`src/rtl/ps2_paddle_ctrl.sv`:
```
// ps2_paddle_ctrl: decodes PS/2 make/break/extended scan codes into held-key
// state for two players and moves both paddles on a fixed-rate tick.
// Player A: W (1D) up, S (1B) down. Player B: E0 75 up, E0 72 down.
// Optional: define PADDLE_ACCEL_EN to double the step after 8 consecutive
// same-direction movement ticks.
module ps2_paddle_ctrl #(
    parameter int TICK_DIV = 833333,
    parameter int STEP     = 4,
    parameter int Y_MAX    = 440,
    parameter int INIT_Y   = 200,
    parameter int TIMEOUT  = 5000000
) (
    input  logic       clock,
    input  logic       reset,
    input  logic [7:0] code_in,
    input  logic       code_valid,
    output logic [9:0] pos_a,
    output logic [9:0] pos_b,
    output logic [3:0] held,
    output logic       tick,
    output logic       busy
);

    localparam logic [1:0] IDLE    = 2'd0;
    localparam logic [1:0] EXT     = 2'd1;
    localparam logic [1:0] BRK     = 2'd2;
    localparam logic [1:0] EXT_BRK = 2'd3;

    localparam int DW = (TICK_DIV > 1) ? $clog2(TICK_DIV) : 1;
    localparam int TW = $clog2(TIMEOUT + 1);
    localparam logic [DW-1:0] DIV_LAST = DW'(TICK_DIV - 1);
    localparam logic [TW-1:0] TO_LAST  = TW'(TIMEOUT - 1);
    localparam logic [10:0]   STEP_W   = 11'(STEP);
    localparam logic [10:0]   YMAX_W   = 11'(Y_MAX);

    logic [1:0]      state;
    logic [TW-1:0]   to_cnt;
    logic [DW-1:0]   div_cnt;
    logic [1:0][9:0] pos;
    logic [1:0][10:0] step;

    assign pos_a = pos[0];
    assign pos_b = pos[1];
    assign busy  = (state != IDLE);

    // One movement with clamping; 11-bit intermediates keep the sum from wrapping.
    function automatic logic [9:0] move(input logic [9:0] p, input logic up,
                                        input logic dn, input logic [10:0] st);
        logic [10:0] w;
        w = {1'b0, p};
        if (up && !dn)
            move = (w >= st) ? 10'(w - st) : 10'd0;
        else if (dn && !up)
            move = (w + st <= YMAX_W) ? 10'(w + st) : 10'(YMAX_W);
        else
            move = p;
    endfunction

    // Scan-code decoder with prefix timeout; AA (self-test) wipes all keys.
    always_ff @(posedge clock) begin
        if (reset) begin
            state  <= IDLE;
            held   <= 4'b0;
            to_cnt <= '0;
        end else if (code_valid) begin
            to_cnt <= '0;
            if (code_in == 8'hAA) begin
                held  <= 4'b0;
                state <= IDLE;
            end else begin
                case (state)
                    IDLE: begin
                        if (code_in == 8'hE0)      state <= EXT;
                        else if (code_in == 8'hF0) state <= BRK;
                        else if (code_in == 8'h1D) held[0] <= 1'b1;
                        else if (code_in == 8'h1B) held[1] <= 1'b1;
                    end
                    EXT: begin
                        if (code_in == 8'hF0)      state <= EXT_BRK;
                        else if (code_in == 8'hE0) state <= EXT;
                        else begin
                            state <= IDLE;
                            if (code_in == 8'h75) held[2] <= 1'b1;
                            if (code_in == 8'h72) held[3] <= 1'b1;
                        end
                    end
                    BRK: begin
                        state <= IDLE;
                        if (code_in == 8'h1D) held[0] <= 1'b0;
                        if (code_in == 8'h1B) held[1] <= 1'b0;
                    end
                    default: begin
                        state <= IDLE;
                        if (code_in == 8'h75) held[2] <= 1'b0;
                        if (code_in == 8'h72) held[3] <= 1'b0;
                    end
                endcase
            end
        end else if (state == IDLE) begin
            to_cnt <= '0;
        end else if (to_cnt == TO_LAST) begin
            state  <= IDLE;
            to_cnt <= '0;
        end else begin
            to_cnt <= to_cnt + 1'b1;
        end
    end

    // Frame divider; tick is registered so it lands the cycle after the wrap value.
    always_ff @(posedge clock) begin
        if (reset) begin
            div_cnt <= '0;
            tick    <= 1'b0;
        end else begin
            tick    <= (div_cnt == DIV_LAST);
            div_cnt <= (div_cnt == DIV_LAST) ? '0 : div_cnt + 1'b1;
        end
    end

`ifdef PADDLE_ACCEL_EN
    logic [1:0][3:0] run;
    logic [1:0]      dir;   // last moving direction, 1 = down

    // Per-player step doubles once the run counter has saturated.
    always_comb begin
        for (int p = 0; p < 2; p++)
            step[p] = (run[p] == 4'd8) ? 11'(STEP_W << 1) : STEP_W;
    end

    // Run counters: count consecutive same-direction moving ticks, saturate at 8.
    always_ff @(posedge clock) begin
        if (reset) begin
            run <= '0;
            dir <= '0;
        end else if (tick) begin
            for (int p = 0; p < 2; p++) begin
                if ((held[2*p] ^ held[2*p+1]) && (run[p] == 4'd0 || dir[p] == held[2*p+1])) begin
                    run[p] <= (run[p] == 4'd8) ? 4'd8 : run[p] + 4'd1;
                    dir[p] <= held[2*p+1];
                end else begin
                    run[p] <= 4'd0;
                end
            end
        end
    end
`else
    assign step = {2{STEP_W}};
`endif

    // Paddle positions move on tick using the held state from before this edge.
    always_ff @(posedge clock) begin
        if (reset) begin
            pos <= {2{10'(INIT_Y)}};
        end else if (tick) begin
            for (int p = 0; p < 2; p++)
                pos[p] <= move(pos[p], held[2*p], held[2*p+1], step[p]);
        end
    end

endmodule

```
`config.mk`:
```
export PLATFORM = sky130hd
export DESIGN_NAME = ps2_paddle_ctrl
export DESIGN_NICKNAME = d
export VERILOG_FILES = /design/src/rtl/ps2_paddle_ctrl.sv
export SDC_FILE = /design/constraint.sdc
export NUM_CORES = 1
export LEC_CHECK = 0
export CAP_MARGIN = 20
export CORE_MARGIN = 4
export CORE_UTILIZATION = 45
export CTS_BUF_LIST = sky130_fd_sc_hd__clkbuf_4
export DETAILED_ROUTE_END_ITERATION = 16
export SETUP_SLACK_MARGIN = 0.3
export SLEW_MARGIN = 20
export SYNTH_ARGS = -nofsm -noshare
export SYNTH_HDL_FRONTEND = slang
export SYNTH_SLANG_ARGS = --single-unit
```
`constraint.sdc`:
```
create_clock -name clock -period 6.66 [get_ports clock]
set_input_delay 0.999 -clock clock [delete_from_list [all_inputs] [get_ports clock]]
set_output_delay 0.999 -clock clock [all_outputs]
set_load 0.01 [all_outputs]
```
==> run_results.csv <==
group,metric,value,unit
drt,vias_per_cell,5.53,
critical_path,worstReg2RegEnd,"pos_b[5]$_SDFFE_PP0P_",
critical_path,path_buf_inv,1,
finish,layout_commonest_cell,"nor2_1",
timing,min_period,2750,ps
clocking,htreeDepth,3,
drt,drc,0,
global_route,track_usage,17.4,%
synth,synth_seq_area_share,32.9,%
finish,nets,550,
critical_path,r2r_slack,4150,ps
critical_path,critical_path_class,"in -> reg",
critical_path,r2r-start,"pos_b[2]$_SDFFE_PP0P_",
placed_design,post-dp-hpwl,6160,um
placed_design,place_congestion,0.829,
floorplan,die_height,102,um
critical_path,crit_arrival,3070,ps
synth,synth_edf_count,0,
floorplan,fp.dieW,102,um
critical_path,crit_chain,"clkdlybuf4s50_1 > nand2b_1 > or4_4 > nand3_1 > a22oi_1 > or3_1 > a21oi_1",
drt,dr.first_iter.drc_count,149,
timing,fin_tns_setup,0,ps
timing,max_freq,364,MHz
critical_path,cp_slowest_cell,"or4_4",
global_route,grt_first_pass_wirelength,14800,um
clocking,root_buffer,"clkbuf_4",
critical_path,cpLargestDelayFamily,"simple AND/OR/NAND/NOR gates",
drt,antenna_left,0,
finish,postLayoutCellArea,0.00441,mm2
drt,vias,3521,
timing,finalSetupViolations,0,
timing,fin_skew,8.41,ps
clocking,path_clk_slew,100,ps
global_route,grt_start_max_net_pins,32,
clocking,clockBufferDepth,2,
timing,worstMarginPinSlew,755,ps
critical_path,crit_path_end_kind,"flip-flop",
synth,yosysUniqueCellTypes,67,
timing,hold_viol_final,0,
clocking,numCtsBuffers,9,
timing,min_period_over_period,41.3,%
finish,drive_gt1_share,5.48,%
pwr,ir_worst_vdd,0.103,mV
synth,yosys_warnings,0,
global_route,grt_pass1_vias,3337,
critical_path,crit_fanout,5,
synth,syn_area_per_cell,7.87,um2
status,status,"finished clean",
synth,synthArstFlopShare,0,%
drt,first_pass_iters,4,
floorplan,ioPinCount,37,
floorplan,die_area,0.0105,mm2
drt,wl_per_cell,13.6,um
clocking,post-cts-setup-buffer-count,0,
min_path,worst_hold_path.num_cells,1,
synth,synth-main-ff-cell,"dfxtp_1",
critical_path,crit_required,6980,ps
clocking,cts_tree,"done",
finish,final_cells,637,
min_path,min_delay_worst_endpoint,"to_cnt[0]$_SDFF_PP0_",
min_path,hp-start,"to_cnt[0]$_SDFF_PP0_",
min_path,hold_path_class,"reg -> reg",
timing,final_max_slew_viol_count,0,
synth,synth_cells,510,
timing,relSlewSlack,49.7,%
finish,area_delta_synth_final,9.79,%
clocking,clock_latency,380,ps
finish,layout_common_cells,"nor2_1, dfxtp_1, nand3_1, nand2_1, clkdlybuf4s50_1",
pwr,p_leak,0.00155,uW
timing,rsz0062_at_grt,"no",
critical_path,cpPeakStageDelay,560,ps
placed_design,port_buffers,32,
clocking,ctsHoldBuffers,0,
floorplan,start_util,46.0,%
floorplan,core_area,0.00872,mm2
floorplan,placementRows,34,
synth,synth-seq-cells,66,
drt,routed_wl,8660,um
critical_path,crit_path_start_kind,"input port",
synth,syn_area,0.00401,mm2
clocking,clock_sinks,66,
placed_design,post-place-cells,623,
finish,antenna_cells,0,
pwr,p_per_area,148,mW/mm2
placed_design,dpl_cell_area,0.00431,mm2
global_route,grt-ovfl-total,0,
clocking,cts_resized,0,
global_route,antenna_found_initial,0,
job,drv_cap,0,
critical_path,reg2reg_depth,7,
-- cell families (layout without fill, tap and decap cells) --
kind of cell / Yosys count / in the layout / share of synthesized area [%]
and+or+nand+nor: 245 / 245 / 31.2
AOI/OAI and AO/OA: 81 / 81 / 13.8
DFF: 66 / 66 / 32.9
buffers and inverters: 53 / 69 / 6.48
xor gates and xnor gates: 44 / 44 / 9.60
adders and majority gates: 13 / 13 / 4.05
muxes: 7 / 7 / 1.84
other: 1 / 4 / 0.0934
-- flip-flops by register name, summed over array words and instances, names as in the netlist --
register  flops
to_cnt       23
div_cnt      20
pos_a         8
pos_b         8
held          4
state         2
tick          1
-- worst reg2reg max path: stages, from the launching register on --
cell and delay, ps:
dfxtp_1 660, ha_1 330, nand4_1 240, xnor2_1 220
o21ai_2 170, a31oi_1 130, a211o_1 400, a311oi_1 290
-- power breakdown --
part / switching (uW) / leakage [uW] / total (uW) / internal [uW]
registers: 7.18 / 0.000533 / 405 / 398
clock network: 133 / 0.0000555 / 208 / 74.6
logic: 19.8 / 0.000957 / 38.7 / 18.9
total: 160 / 0.00155 / 652 / 492
-- layout make-up --
| class | count | area [um2] |
|---|---|---|
| clock buffers | 10 | 75.1 |
| clock inverters | 4 | 21.3 |
| fillers | 861 | 4310 |
| inverters | 22 | 82.6 |
| multi-input cells | 394 | 2440 |
| flip-flops and latches | 66 | 1320 |
| well taps | 108 | 135 |
| repair buffers | 33 | 328 |
-- routing by layer --
layer  vias up  wire length (um)  GRT usage (%)  part of all wire (%)
met5         -                 0              0                     0
met3         4               356           3.82                   4.1
met4         0                68           6.66                  0.79
met1      1632              4150           22.0                    48
li1       1825                 -              -                     -
met2        60              4090           28.7                    47
-- cells in the mapped netlist (13+ instances only) --
| cell | count | area, um2 |
|---|---|---|
| nand2_1 | 33 | 124 |
| xor2_1 | 26 | 228 |
| nor3_1 | 16 | 80.1 |
| a21oi_1 | 18 | 90.1 |
| nand4_1 | 14 | 87.6 |
| ha_1 | 13 | 163 |
| nor2_1 | 82 | 308 |
| o21ai_0 | 14 | 70.1 |
| nand3_1 | 34 | 170 |
| inv_1 | 21 | 78.8 |
| dfxtp_1 | 66 | 1320 |
| xnor2_1 | 18 | 158 |
-- worst max-delay path by stage --
stage | slack, ps | to | from | cells after the start
2_1_floorplan | 4160 | state[1]$_SDFFE_PP0P_ | code_in[6] | 6
4_1_cts | 3940 | pos_a[4] | pos_a[4]$_SDFFE_PP0P_ | 1
3_3_place_gp | 3580 | state[1]$_SDFFE_PP0P_ | code_in[4] | 7
3_5_place_dp | 3540 | state[1]$_SDFFE_PP0P_ | code_in[4] | 7
5_1_grt | 3800 | state[1]$_SDFFE_PP0P_ | code_in[4] | 7
6_report | 3910 | state[1]$_SDFFE_PP0P_ | code_in[4] | 7
-- metrics by stage --
step / hold slack, ps / utilization [%] / setup slack, ps / total power (uW)
final: 457 / 50.5 / 3910 / 652
after global routing: 502 / 50.5 / 3800 / 685
after CTS: 454 / 50.5 / 3940 / 665
after detailed placement: 440 / 49.4 / 3540 / 454
after global placement: 431 / 49.4 / 3580 / 453
after floorplan: 418 / - / 4160 / 439
Power figures use the tool's default switching activity.
